File: src/rtl/rv32_bus_arbiter.sv
// Shares one wait-state memory bus between NUM_PORTS requesters: fixed-priority or round-robin, optional timeout.
// Latency: 3 cycles minimum (IDLE grant, BUSY, RESP pulse); requesters hold valid until port_ready_out, bus stalls via bus_ready_in.
module rv32_bus_arbiter #(
    parameter int NUM_PORTS      = 2,
    parameter int ADDR_WIDTH     = 32,
    parameter int DATA_WIDTH     = 32,
    parameter int ARB_MODE       = 0,
    parameter int TIMEOUT_CYCLES = 0
) (
    input  logic                                  clk,
    input  logic                                  reset_n,
    input  logic [NUM_PORTS-1:0]                  port_valid_in,
    input  logic [NUM_PORTS-1:0]                  port_read_in,
    input  logic [NUM_PORTS*(DATA_WIDTH/8)-1:0]   port_write_mask_in,
    input  logic [NUM_PORTS*ADDR_WIDTH-1:0]       port_address_in,
    input  logic [NUM_PORTS*DATA_WIDTH-1:0]       port_write_value_in,
    output logic [NUM_PORTS-1:0]                  port_ready_out,
    output logic [NUM_PORTS-1:0]                  port_error_out,
    output logic [DATA_WIDTH-1:0]                 port_read_value_out,
    output logic                                  bus_valid_out,
    output logic                                  bus_read_out,
    output logic [DATA_WIDTH/8-1:0]               bus_write_mask_out,
    output logic [ADDR_WIDTH-1:0]                 bus_address_out,
    output logic [DATA_WIDTH-1:0]                 bus_write_value_out,
    input  logic                                  bus_ready_in,
    input  logic [DATA_WIDTH-1:0]                 bus_read_value_in
);
    localparam int MASK_WIDTH = DATA_WIDTH / 8;
    localparam int IDX_W      = (NUM_PORTS > 1) ? $clog2(NUM_PORTS) : 1;
    localparam int CNT_W      = (TIMEOUT_CYCLES > 1) ? $clog2(TIMEOUT_CYCLES) : 1;
    localparam int TO_LAST    = (TIMEOUT_CYCLES > 0) ? TIMEOUT_CYCLES - 1 : 0;

    localparam logic [1:0] S_IDLE = 2'd0;
    localparam logic [1:0] S_BUSY = 2'd1;
    localparam logic [1:0] S_RESP = 2'd2;

    logic [1:0]            state_q, state_d;
    logic [IDX_W-1:0]      grant_q, grant_d;
    logic [IDX_W-1:0]      rr_ptr_q, rr_ptr_d;
    logic [CNT_W-1:0]      wait_cnt_q, wait_cnt_d;
    logic                  bus_valid_q, bus_valid_d;
    logic                  bus_read_q, bus_read_d;
    logic [MASK_WIDTH-1:0] bus_mask_q, bus_mask_d;
    logic [ADDR_WIDTH-1:0] bus_addr_q, bus_addr_d;
    logic [DATA_WIDTH-1:0] bus_wdata_q, bus_wdata_d;
    logic [DATA_WIDTH-1:0] rdata_q, rdata_d;
    logic [NUM_PORTS-1:0]  ready_q, ready_d;
    logic [NUM_PORTS-1:0]  error_q, error_d;

    logic                  gnt_found;
    logic [IDX_W-1:0]      gnt_idx;
    logic [IDX_W-1:0]      cand;
    logic                  sel_read;
    logic [MASK_WIDTH-1:0] sel_mask;
    logic [ADDR_WIDTH-1:0] sel_addr;
    logic [DATA_WIDTH-1:0] sel_wdata;
    logic                  timeout_hit;

    // Round-robin search starts one past the last grant and wraps.
    always_comb begin
        gnt_found = 1'b0;
        gnt_idx   = '0;
        cand      = '0;
        for (int i = 0; i < NUM_PORTS; i++) begin
            if (ARB_MODE == 0) begin
                cand = IDX_W'(i);
            end else begin
                cand = IDX_W'((int'(rr_ptr_q) + 1 + i) % NUM_PORTS);
            end
            if (!gnt_found && port_valid_in[cand]) begin
                gnt_found = 1'b1;
                gnt_idx   = cand;
            end
        end
    end

    always_comb begin
        sel_read  = 1'b0;
        sel_mask  = '0;
        sel_addr  = '0;
        sel_wdata = '0;
        for (int p = 0; p < NUM_PORTS; p++) begin
            if (gnt_idx == IDX_W'(p)) begin
                sel_read  = port_read_in[p];
                sel_mask  = port_write_mask_in[p*MASK_WIDTH +: MASK_WIDTH];
                sel_addr  = port_address_in[p*ADDR_WIDTH +: ADDR_WIDTH];
                sel_wdata = port_write_value_in[p*DATA_WIDTH +: DATA_WIDTH];
            end
        end
    end

    assign timeout_hit = (TIMEOUT_CYCLES > 0) && (wait_cnt_q == CNT_W'(TO_LAST));

    always_comb begin
        state_d     = state_q;
        grant_d     = grant_q;
        rr_ptr_d    = rr_ptr_q;
        wait_cnt_d  = wait_cnt_q;
        bus_valid_d = bus_valid_q;
        bus_read_d  = bus_read_q;
        bus_mask_d  = bus_mask_q;
        bus_addr_d  = bus_addr_q;
        bus_wdata_d = bus_wdata_q;
        rdata_d     = '0;
        ready_d     = '0;
        error_d     = '0;
        case (state_q)
            S_IDLE: begin
                if (gnt_found) begin
                    state_d     = S_BUSY;
                    grant_d     = gnt_idx;
                    rr_ptr_d    = gnt_idx;
                    wait_cnt_d  = '0;
                    bus_valid_d = 1'b1;
                    bus_read_d  = sel_read;
                    bus_mask_d  = sel_read ? '0 : sel_mask;
                    bus_addr_d  = sel_addr;
                    bus_wdata_d = sel_wdata;
                end
            end
            S_BUSY: begin
                // A ready in the final allowed cycle beats the timeout.
                if (bus_ready_in) begin
                    state_d          = S_RESP;
                    bus_valid_d      = 1'b0;
                    bus_read_d       = 1'b0;
                    bus_mask_d       = '0;
                    rdata_d          = bus_read_q ? bus_read_value_in : '0;
                    ready_d[grant_q] = 1'b1;
                end else if (timeout_hit) begin
                    state_d          = S_RESP;
                    bus_valid_d      = 1'b0;
                    bus_read_d       = 1'b0;
                    bus_mask_d       = '0;
                    ready_d[grant_q] = 1'b1;
                    error_d[grant_q] = 1'b1;
                end else begin
                    wait_cnt_d = wait_cnt_q + 1'b1;
                end
            end
            S_RESP:  state_d = S_IDLE;
            default: state_d = S_IDLE;
        endcase
    end

    always_ff @(posedge clk or negedge reset_n) begin
        if (!reset_n) begin
            state_q     <= S_IDLE;
            grant_q     <= '0;
            rr_ptr_q    <= IDX_W'(NUM_PORTS - 1);
            wait_cnt_q  <= '0;
            bus_valid_q <= 1'b0;
            bus_read_q  <= 1'b0;
            bus_mask_q  <= '0;
            bus_addr_q  <= '0;
            bus_wdata_q <= '0;
            rdata_q     <= '0;
            ready_q     <= '0;
            error_q     <= '0;
        end else begin
            state_q     <= state_d;
            grant_q     <= grant_d;
            rr_ptr_q    <= rr_ptr_d;
            wait_cnt_q  <= wait_cnt_d;
            bus_valid_q <= bus_valid_d;
            bus_read_q  <= bus_read_d;
            bus_mask_q  <= bus_mask_d;
            bus_addr_q  <= bus_addr_d;
            bus_wdata_q <= bus_wdata_d;
            rdata_q     <= rdata_d;
            ready_q     <= ready_d;
            error_q     <= error_d;
        end
    end

    assign port_ready_out      = ready_q;
    assign port_error_out      = error_q;
    assign port_read_value_out = rdata_q;
    assign bus_valid_out       = bus_valid_q;
    assign bus_read_out        = bus_read_q;
    assign bus_write_mask_out  = bus_mask_q;
    assign bus_address_out     = bus_addr_q;
    assign bus_write_value_out = bus_wdata_q;

endmodule

File: config.mk
export PLATFORM = sky130hd
export DESIGN_NAME = rv32_bus_arbiter
export DESIGN_NICKNAME = d
export VERILOG_FILES = /design/src/rtl/rv32_bus_arbiter.sv
export SDC_FILE = /design/constraint.sdc
export NUM_CORES = 1
export LEC_CHECK = 0
export CAP_MARGIN = 10
export CORE_MARGIN = 3
export CORE_UTILIZATION = 39
export DETAILED_ROUTE_END_ITERATION = 6
export HOLD_SLACK_MARGIN = 0.12
export MAX_ROUTING_LAYER = met4
export PLACE_DENSITY = 0.81
export SLEW_MARGIN = 5
export SYNTH_ARGS = -nofsm -noshare
export SYNTH_HDL_FRONTEND = slang
export SYNTH_SLANG_ARGS = --single-unit
File: constraint.sdc
create_clock -name clk -period 1.4 [get_ports clk]
set_input_delay 0.21 -clock clk [delete_from_list [all_inputs] [get_ports clk]]
set_output_delay 0.21 -clock clk [all_outputs]
set_load 0.01 [all_outputs]
==> results.cfg, run 1 <==
[sta]
drv_slew = 0
fmax_mhz = 737
post-route-period-util_pct = 96.9
setup_viol = 0
period_needed_ns = 1.36
worst_clock_skew_ns = 0.00735
worstMarginPinSlew_ns = 0.573
hold_viol = 0
max_slew_margin_pct = 61.8
rsz0062_at_grt = true

[grt]
grt_pass1_vias = 4623
grt_usage_pct = 22.0
gr-total-overflow = 0
antenna_found_initial = 0
grt_max_degree = 108
grt_pass1_wl_um = 24100

[floorplan]
die_y_um = 119
rows = 40
die_w_um = 119
io_pins = 281
core_um2 = 12300
start_util_pct = 40.7
dieArea_um2 = 14200

[worst_setup_path]
critPathSlowestCell = clkdlybuf4s50_1
endpoint_kind = flip-flop
arrival_ns = 1.58
worstSetupPathType = in2reg
worst-path-buf-inv = 2
critPathLaunchType = input port
critPathMaxStageDelay_ns = 0.49
crit_start = port_valid_in[0]
path_cells = clkdlybuf4s50_1 > nand2b_4 > buf_12 > mux2i_1 > a21oi_4
critical-path-top-delay-family = buffers and inverters
worstPathMaxFanout = 27
r2r-start = state_q[0]
worstPathRequired_ns = 1.62

[final_layout]
fillCellCount = 975
area_growth_syn_to_layout_pct = 64.2
diodes = 0
final_nets = 863
final_cell_area_um2 = 8200
final_util_pct = 66.8
drive_gt1_share_pct = 13.4

[power]
p_seq_share_pct = 35.8
p_int_w = 0.00844
clkPwrFrac_pct = 18.2
p_leak_nw = 3.95
combPwrFrac_pct = 46.1
pwr_density_cell_nw_per_um2 = 1660
finalPower_w = 0.0136
p_sw_share_pct = 38.1
p_switching_w = 0.00519
ir_worst_vdd_mv = 0.754

[route]
vias = 4269
post_drt_wl_per_cell_um = 17.6
first_iter_violations = 260
drc = 0
firstDrtPassIters = 4
viasPerCell = 4.96
drtAntennaViolNets = 0
wl_um = 15100

[status]
status = finished, final reports clean

[clock_network]
numClockSinks = 107
cts_buffers = 9
path_clk_slew_ns = 0.08
clock_path_buffers = 2
clockRootBuffer = clkbuf_16
h-tree-depth = 3
clk_latency_ns = 0.34
cts_tree = done

[synth]
netlist_instances = 409
ys_seq_area_share_pct = 53.7
syn_area_um2 = 4990
syn-mean-instance-area_um2 = 12.2
synth-edff-count = 0
synth_cell_type_count = 28
async_flop_share_pct = 100
synth_seq_cells = 107
synth-main-ff-cell = dfrtp_1
synth_warnings = 0

[run]
drv_cap = 0

[placed_design]
gp_congestion = 0.867
port_buffers = 278
placed_cell_area_um2 = 8000
place_hpwl_um = 11700

[worst_hold_path]
min_from = bus_read_value_in[17]
hold_class = in2reg
==> layer usage <==
layer / vias to the layer above / track usage [%] / routed length (um)
met1: 2068 / 24.9 / 5810
met3: 22 / 3.85 / 855
met2: 169 / 39.5 / 8150
met4: 0 / 6.81 / 330
met5: - / - / 0
li1: 2010 / - / -
==> power groups by stage <==
stage	sequential (W)	clock, W	combinational, W
finish	0.00487	0.00248	0.00628
global route	0.00500	0.00265	0.00682
CTS	0.00488	0.00252	0.00628
detailed placement	0.00495	0	0.00701
global placement	0.00491	0	0.00682
floorplan	0.00537	0	0.00292
==> through the flow <==
| stage | TNS, ns | setup WS, ns | cells | hold WS, ns |
|---|---|---|---|---|
| 2_1_floorplan | 0 | 0.134 | 410 | -0.0856 |
| 3_3_place_gp | -15.84 | -0.264 | 842 | 0.316 |
| 3_5_place_dp | -18.26 | -0.305 | 842 | 0.330 |
| 4_1_cts | 0 | 0.0566 | 859 | 0.432 |
| 5_1_grt | -0.00224 | -0.00224 | 861 | 0.438 |
| 6_report | 0 | 0.0434 | 861 | 0.444 |
==> final cells by class <==
cell class,instances,area (um2),area share [%]
timing repair buffer,305,2960,36.1
sequential,107,2680,32.7
multi-input combinational,259,2030,24.8
clock buffer,9,225,2.75
tap,168,210,2.56
clock inverter,7,71.3,0.870
inverter,6,22.5,0.275
==> logic make-up (layout without fill, tap and decap cells) <==
family          count (synthesis)  count (layout)  share of synthesized area (%)
compound gates                139             139                           20.4
buf+inv                        44             327                           6.07
flops                         107             107                           53.7
mux                            69              69                           13.9
other cells                     1               2                         0.0752
simple gates                   49              49                           5.92
==> flip-flops by register name (all words and copies together) (netlist names) <==
signal and flops:
bus_write_value_out 32, state_q 2, bus_address_out 32, port_ready_out 2, grant_q 1, bus_write_mask_out 4
port_read_value_out 32, bus_read_out 1, bus_valid_out 1
==> cell usage in the layout (no fill, tap or decap), types with 2 or more instances in the layout <==
cell             count
a21oi_1             87
a21oi_2             24
a21oi_4             20
and3_1              32
buf_12               8
buf_4               18
clkbuf_16            9
clkdlybuf4s50_1    173
clkinv_8             2
conb_1               2
dfrtp_1            107
dlygate4sd2_1      104
inv_1                6
inv_6                3
mux2i_1             67
nand2_1              4
nor2b_1              3
nor3_1               2
o21ai_0              3
o22ai_1              4
==> cells in the mapped netlist, types with 2 or more instances <==
cell	number	share of area [%]
inv_1	6	0.45
buf_2	7	0.70
buf_4	8	1.2
mux2i_1	68	14
a21oi_4	20	6.5
buf_8	4	1.2
clkbuf_1	13	0.98
buf_6	5	1.1
o22ai_1	4	0.50
nor2b_1	3	0.38
a21oi_1	87	8.7
a21oi_2	24	4.2
dfrtp_1	107	54
o21ai_0	3	0.30
and3_1	32	4.0
nor3_1	2	0.20
nand2_1	4	0.30
nand2b_1	2	0.25
==> final timing paths <==
path,end,slack (ns),depth (start not counted)
max,bus_address_out[10],0.04,5
min in group asynchronous,bus_address_out[9],0.47,3
max reg2reg,bus_write_value_out[29],0.06,4
min,port_read_value_out[17],0.44,2
max in group asynchronous,bus_write_value_out[27],0.48,3
min reg2reg,port_ready_out[0],0.47,1
==> what timing repair did <==
item                                    CTS  global route
endpoints found under the setup margin  104            22
hold endpoints to repair                107             0
gates resized for setup                 104             2
setup buffers                             0             2
pin swaps                                 0             1
hold buffers                              1             0
No activity file was read; power rests on OpenSTA's default activity.
==> run 2, diff against run 1 <==
- CELL_PAD_IN_SITES_DETAIL_PLACEMENT: unset -> 1
- CELL_PAD_IN_SITES_GLOBAL_PLACEMENT: unset -> 2
- CORE_UTILIZATION: 39 -> 23
- SKIP_CTS_REPAIR_TIMING: unset -> 1
==> run 2 against run 1 <==
  * The flow now finishes with violations (negative setup slack)
  * Maximum frequency shrank 3.4%
  * Non-clock buffer count grew 6
  * Die area grew 66%
  * Critical path depth is the same
  * Clock-buffer cell count grew 2
  * Hold slack lost 0.033 ns
  * Final cell count grew 13%
  * First-iteration DRC count shrank 58%
  * Critical path type unchanged
  * Largest cell class unchanged
==> results.cfg, run 2 (synthesis gave the netlist of run 1 again) <==
[floorplan]
core_um2 = 21200
dieArea_um2 = 23500
die_y_um = 153
die_w_um = 153
rows = 53
io_pins = 281
start_util_pct = 23.6

[route]
first_iter_violations = 108
wl_um = 18000
drc = 0
viasPerCell = 4.44
vias = 4328
drtAntennaViolNets = 0
post_drt_wl_per_cell_um = 18.5
firstDrtPassIters = 4

[clock_network]
h-tree-depth = 3
clock_path_buffers = 2
path_clk_slew_ns = 0.07
cts_tree = done
numClockSinks = 107
clk_latency_ns = 0.35
clockRootBuffer = clkbuf_16
cts_buffers = 9

[worst_setup_path]
worstSetupPathType = in2reg
critPathMaxStageDelay_ns = 0.51
critPathSlowestCell = clkdlybuf4s50_1
endpoint_kind = flip-flop
critPathLaunchType = input port
arrival_ns = 1.63
path_cells = clkdlybuf4s50_1 > nand2b_4 > buf_12 > mux2i_1 > a21oi_2
worstPathMaxFanout = 31
worstPathRequired_ns = 1.62

[final_layout]
area_growth_syn_to_layout_pct = 76.8
final_util_pct = 41.7
regArea_um2 = 2680
multi_input_area_um2 = 2050
final_nets = 869
final_cell_area_um2 = 8820
fin_cells = 974
drive_gt1_share_pct = 14.9
fillCellCount = 2235
diodes = 0
layout_common_cells = 173 x clkdlybuf4s50_1, 107 x dfrtp_1, 104 x dlymetal6s2s_1
final_common_cell = clkdlybuf4s50_1

[sta]
hold_viol = 0
post-route-period-util_pct = 100
setup_viol = 1
rsz0062_at_grt = true
period_needed_ns = 1.40
worst_clock_skew_ns = 0.0125
drv_slew = 0
fmax_mhz = 712
worstMarginPinSlew_ns = 0.600
max_slew_margin_pct = 60.0
setup_ws_ns = -0.00478

[power]
ir_worst_vdd_mv = 0.643
pwr_density_cell_nw_per_um2 = 1640
p_leak_nw = 4.89

[grt]
grt_usage_pct = 15.1
grt_pass1_vias = 4996
antenna_found_initial = 0
grt_max_degree = 63
gr-total-overflow = 0
grt_pass1_wl_um = 27600

[placed_design]
placed_cell_area_um2 = 8190
place_inst = 954
place_hpwl_um = 13400
gp_congestion = 0.896
port_buffers = 278
pre_cts_ws_ns = -0.347

[status]
status = finished with violations
failed_checks = negative setup slack

[worst_hold_path]
hold_class = in2async

[run]
drv_cap = 0
==> run 2: through the flow <==
step	hold slack, ns	total power, W	TNS (ns)
global route	0.422	0.0155	-0.206
detailed placement	0.233	0.0123	-20.20
finish	0.411	0.0145	-0.00478
global placement	0.226	0.0120	-17.83
CTS	-0.154	0.0149	-8.95
floorplan	-0.0856	0.00828	0
==> run 2: area by class of cell <==
class                           instances  area share [%]
Clock inverter                          5           0.468
Sequential cell                       107            30.4
Tap cell                              275            3.90
Timing Repair Buffer                  311            38.9
Inverter                                6           0.255
Multi-Input combinational cell        259            23.2
Clock buffer                           11            2.87
==> run 2: routing by layer <==
metal	track usage, %	up-vias	wire (um)
met1	17.4	2114	7370
met4	3.48	0	180
met5	-	-	0
met3	5.12	12	1430
met2	25.7	187	9040
li1	-	2015	-
==> run 2: final timing paths <==
check                                           from                      end  slack, ns  cells after the start
worst max-delay path                port_valid_in[0]   bus_write_value_out[0]     -0.005                      5
worst min-delay path                         reset_n  bus_write_value_out[18]       0.41                      3
worst max register to register            state_q[1]  bus_write_value_out[29]       0.08                      4
worst min register to register               grant_q        port_ready_out[0]       0.51                      1
max in group asynchronous                    reset_n      bus_address_out[14]       0.43                      3
min in group clk                bus_read_value_in[6]   port_read_value_out[6]       0.44                      2
==> run 2: critical path, delay by kind of cell <==
family                 cells  cell delay, ns
and+or+nand+nor            1            0.18
AOI/OAI and AO/OA          1            0.09
buffers and inverters      2            0.76
muxes                      1            0.37
==> run 2: power breakdown <==
group	switching (W)	leakage [nW]	total [W]	internal [W]
clock	0.00120	0.144	0.00253	0.00133
combinational	0.00350	3.47	0.00714	0.00365
sequential	0.000602	1.28	0.00482	0.00422
==> run 3, diff against run 2 <==
- GPL_ROUTABILITY_DRIVEN: unset -> 0
- clock period: 1.4 -> 1.53 ns (I/O delays scaled with it)
==> run 3 against run 2 <==
  * The run now ends clean
  * Non-clock buffer count shrank 1
  * Global-route usage is 0.23 points higher
  * Worst setup slack better by 0.042 ns
  * Hold slack worse by 0.056 ns
  * Routed wire length fell by 1.9%
  * First-iteration DRC count is 0.93% lower
  * Clock-buffer cell count decreased by 2
  * Clock power is 2% lower
  * Largest power group unchanged
  * Die area unchanged
  * Clock skew shrank 0.0013 ns
==> results.cfg, run 3 (synthesis gave the netlist of run 1 again) <==
[clock_network]
clock_path_buffers = 2
h-tree-depth = 3
clk_latency_ns = 0.35
numClockSinks = 107
clockRootBuffer = clkbuf_16
path_clk_slew_ns = 0.08
cts_tree = done
cts_buffers = 9

[grt]
grt_pass1_vias = 4973
antenna_found_initial = 0
grt_usage_pct = 15.4
grt_max_degree = 45
grt_pass1_wl_um = 27900
gr-total-overflow = 0

[sta]
hold_viol = 0
drv_slew = 0
fmax_mhz = 670
period_needed_ns = 1.49
setup_tns_ns = 0
worst_clock_skew_ns = 0.0112
setup_viol = 0
rsz0062_at_grt = false
post-route-period-util_pct = 97.6

[worst_setup_path]
worst-path-buf-inv = 1
path_cells = clkdlybuf4s50_1
critPathLaunchType = flip-flop
worstPathMaxFanout = 2
worstPathRequired_ns = 1.30
worstSetupPathType = reg2out
arrival_ns = 1.26
critPathSlowestCell = clkdlybuf4s50_1
critPathMaxStageDelay_ns = 0.58
critical-path-top-delay-family = buffers and inverters
endpoint_kind = output pin
r2r_setup_slack_ns = 0.14

[power]
ir_worst_vdd_mv = 0.587
pwr_density_cell_nw_per_um2 = 1530
finalPower_w = 0.0133
p_leak_nw = 4.20

[final_layout]
final_nets = 868
final_common_cell = clkdlybuf4s50_1
final_util_pct = 41.0
fillCellCount = 2260
area_growth_syn_to_layout_pct = 73.6
final_cell_area_um2 = 8660
diodes = 0
layout_common_cells = 226 x clkdlybuf4s50_1, 106 x dfrtp_1, 87 x a21oi_1
drive_gt1_share_pct = 14.0

[run]
drv_cap = 0

[placed_design]
port_buffers = 278
place_hpwl_um = 13600
placed_cell_area_um2 = 8210

[floorplan]
dieArea_um2 = 23500
die_w_um = 153
rows = 53
io_pins = 281
core_um2 = 21200
start_util_pct = 23.6
die_y_um = 153

[route]
wl_um = 17700
post_drt_wl_per_cell_um = 18.2
vias = 4337
first_iter_violations = 107
drtAntennaViolNets = 0
firstDrtPassIters = 4
viasPerCell = 4.46
drc = 0

[worst_hold_path]
hold_class = in2async

[status]
status = finished, final reports clean
==> run 3: area by class of cell <==
| type | instances | area (um2) | share of cell area [%] |
|---|---|---|---|
| sequential | 107 | 2680 | 30.9 |
| multi-input combinational | 259 | 2030 | 23.4 |
| timing repair buffer | 310 | 3280 | 37.8 |
| clock inverter | 7 | 92.6 | 1.07 |
| clock buffer | 9 | 225 | 2.60 |
| inverter | 6 | 22.5 | 0.260 |
| tap | 275 | 344 | 3.97 |
==> run 3: final timing paths <==
path / from / endpoint / cells past startpoint
min in group clk: bus_read_value_in[20] / port_read_value_out[20] / 2
worst min-delay path: reset_n / bus_write_value_out[8] / 2
worst max-delay path: bus_address_out[24] / bus_address_out[24] / 1
max in group asynchronous: reset_n / bus_address_out[28] / 3
worst max register to register: state_q[1] / bus_address_out[10] / 4
worst min register to register: bus_valid_out / bus_valid_out / 2
==> run 3: power by group <==
| part | internal (W) | switching [W] | total, W | leakage (nW) |
|---|---|---|---|---|
| clock network | 0.00132 | 0.00116 | 0.00248 | 0.155 |
| registers | 0.00386 | 0.000576 | 0.00444 | 1.28 |
| logic | 0.00327 | 0.00310 | 0.00637 | 2.76 |
==> run 3: routing by layer <==
| layer | up-vias | global-route usage [%] | wire, um |
|---|---|---|---|
| li1 | 2022 | - | - |
| met4 | 0 | 3.52 | 201 |
| met5 | - | - | 0 |
| met2 | 184 | 26.1 | 8890 |
| met3 | 16 | 4.64 | 1270 |
| met1 | 2115 | 18.0 | 7310 |
==> run 3: per-stage QoR <==
stage	hold slack, ns	instances	setup slack, ns
after floorplan	-0.0661	410	0.264
after detailed placement	0.193	956	-0.242
after global routing	0.376	973	0.000608
after global placement	0.188	956	-0.214
after CTS	-0.196	972	-0.0886
final	0.355	973	0.0373
==> run 3: worst register-to-register path, delay by kind of cell, from the launching register on <==
| family | cells | cell delay, ns |
|---|---|---|
| buffers and inverters | 1 | 0.37 |
| AOI/OAI and AO/OA | 2 | 0.33 |
| DFF | 1 | 0.45 |
| and+or+nand+nor | 1 | 0.17 |
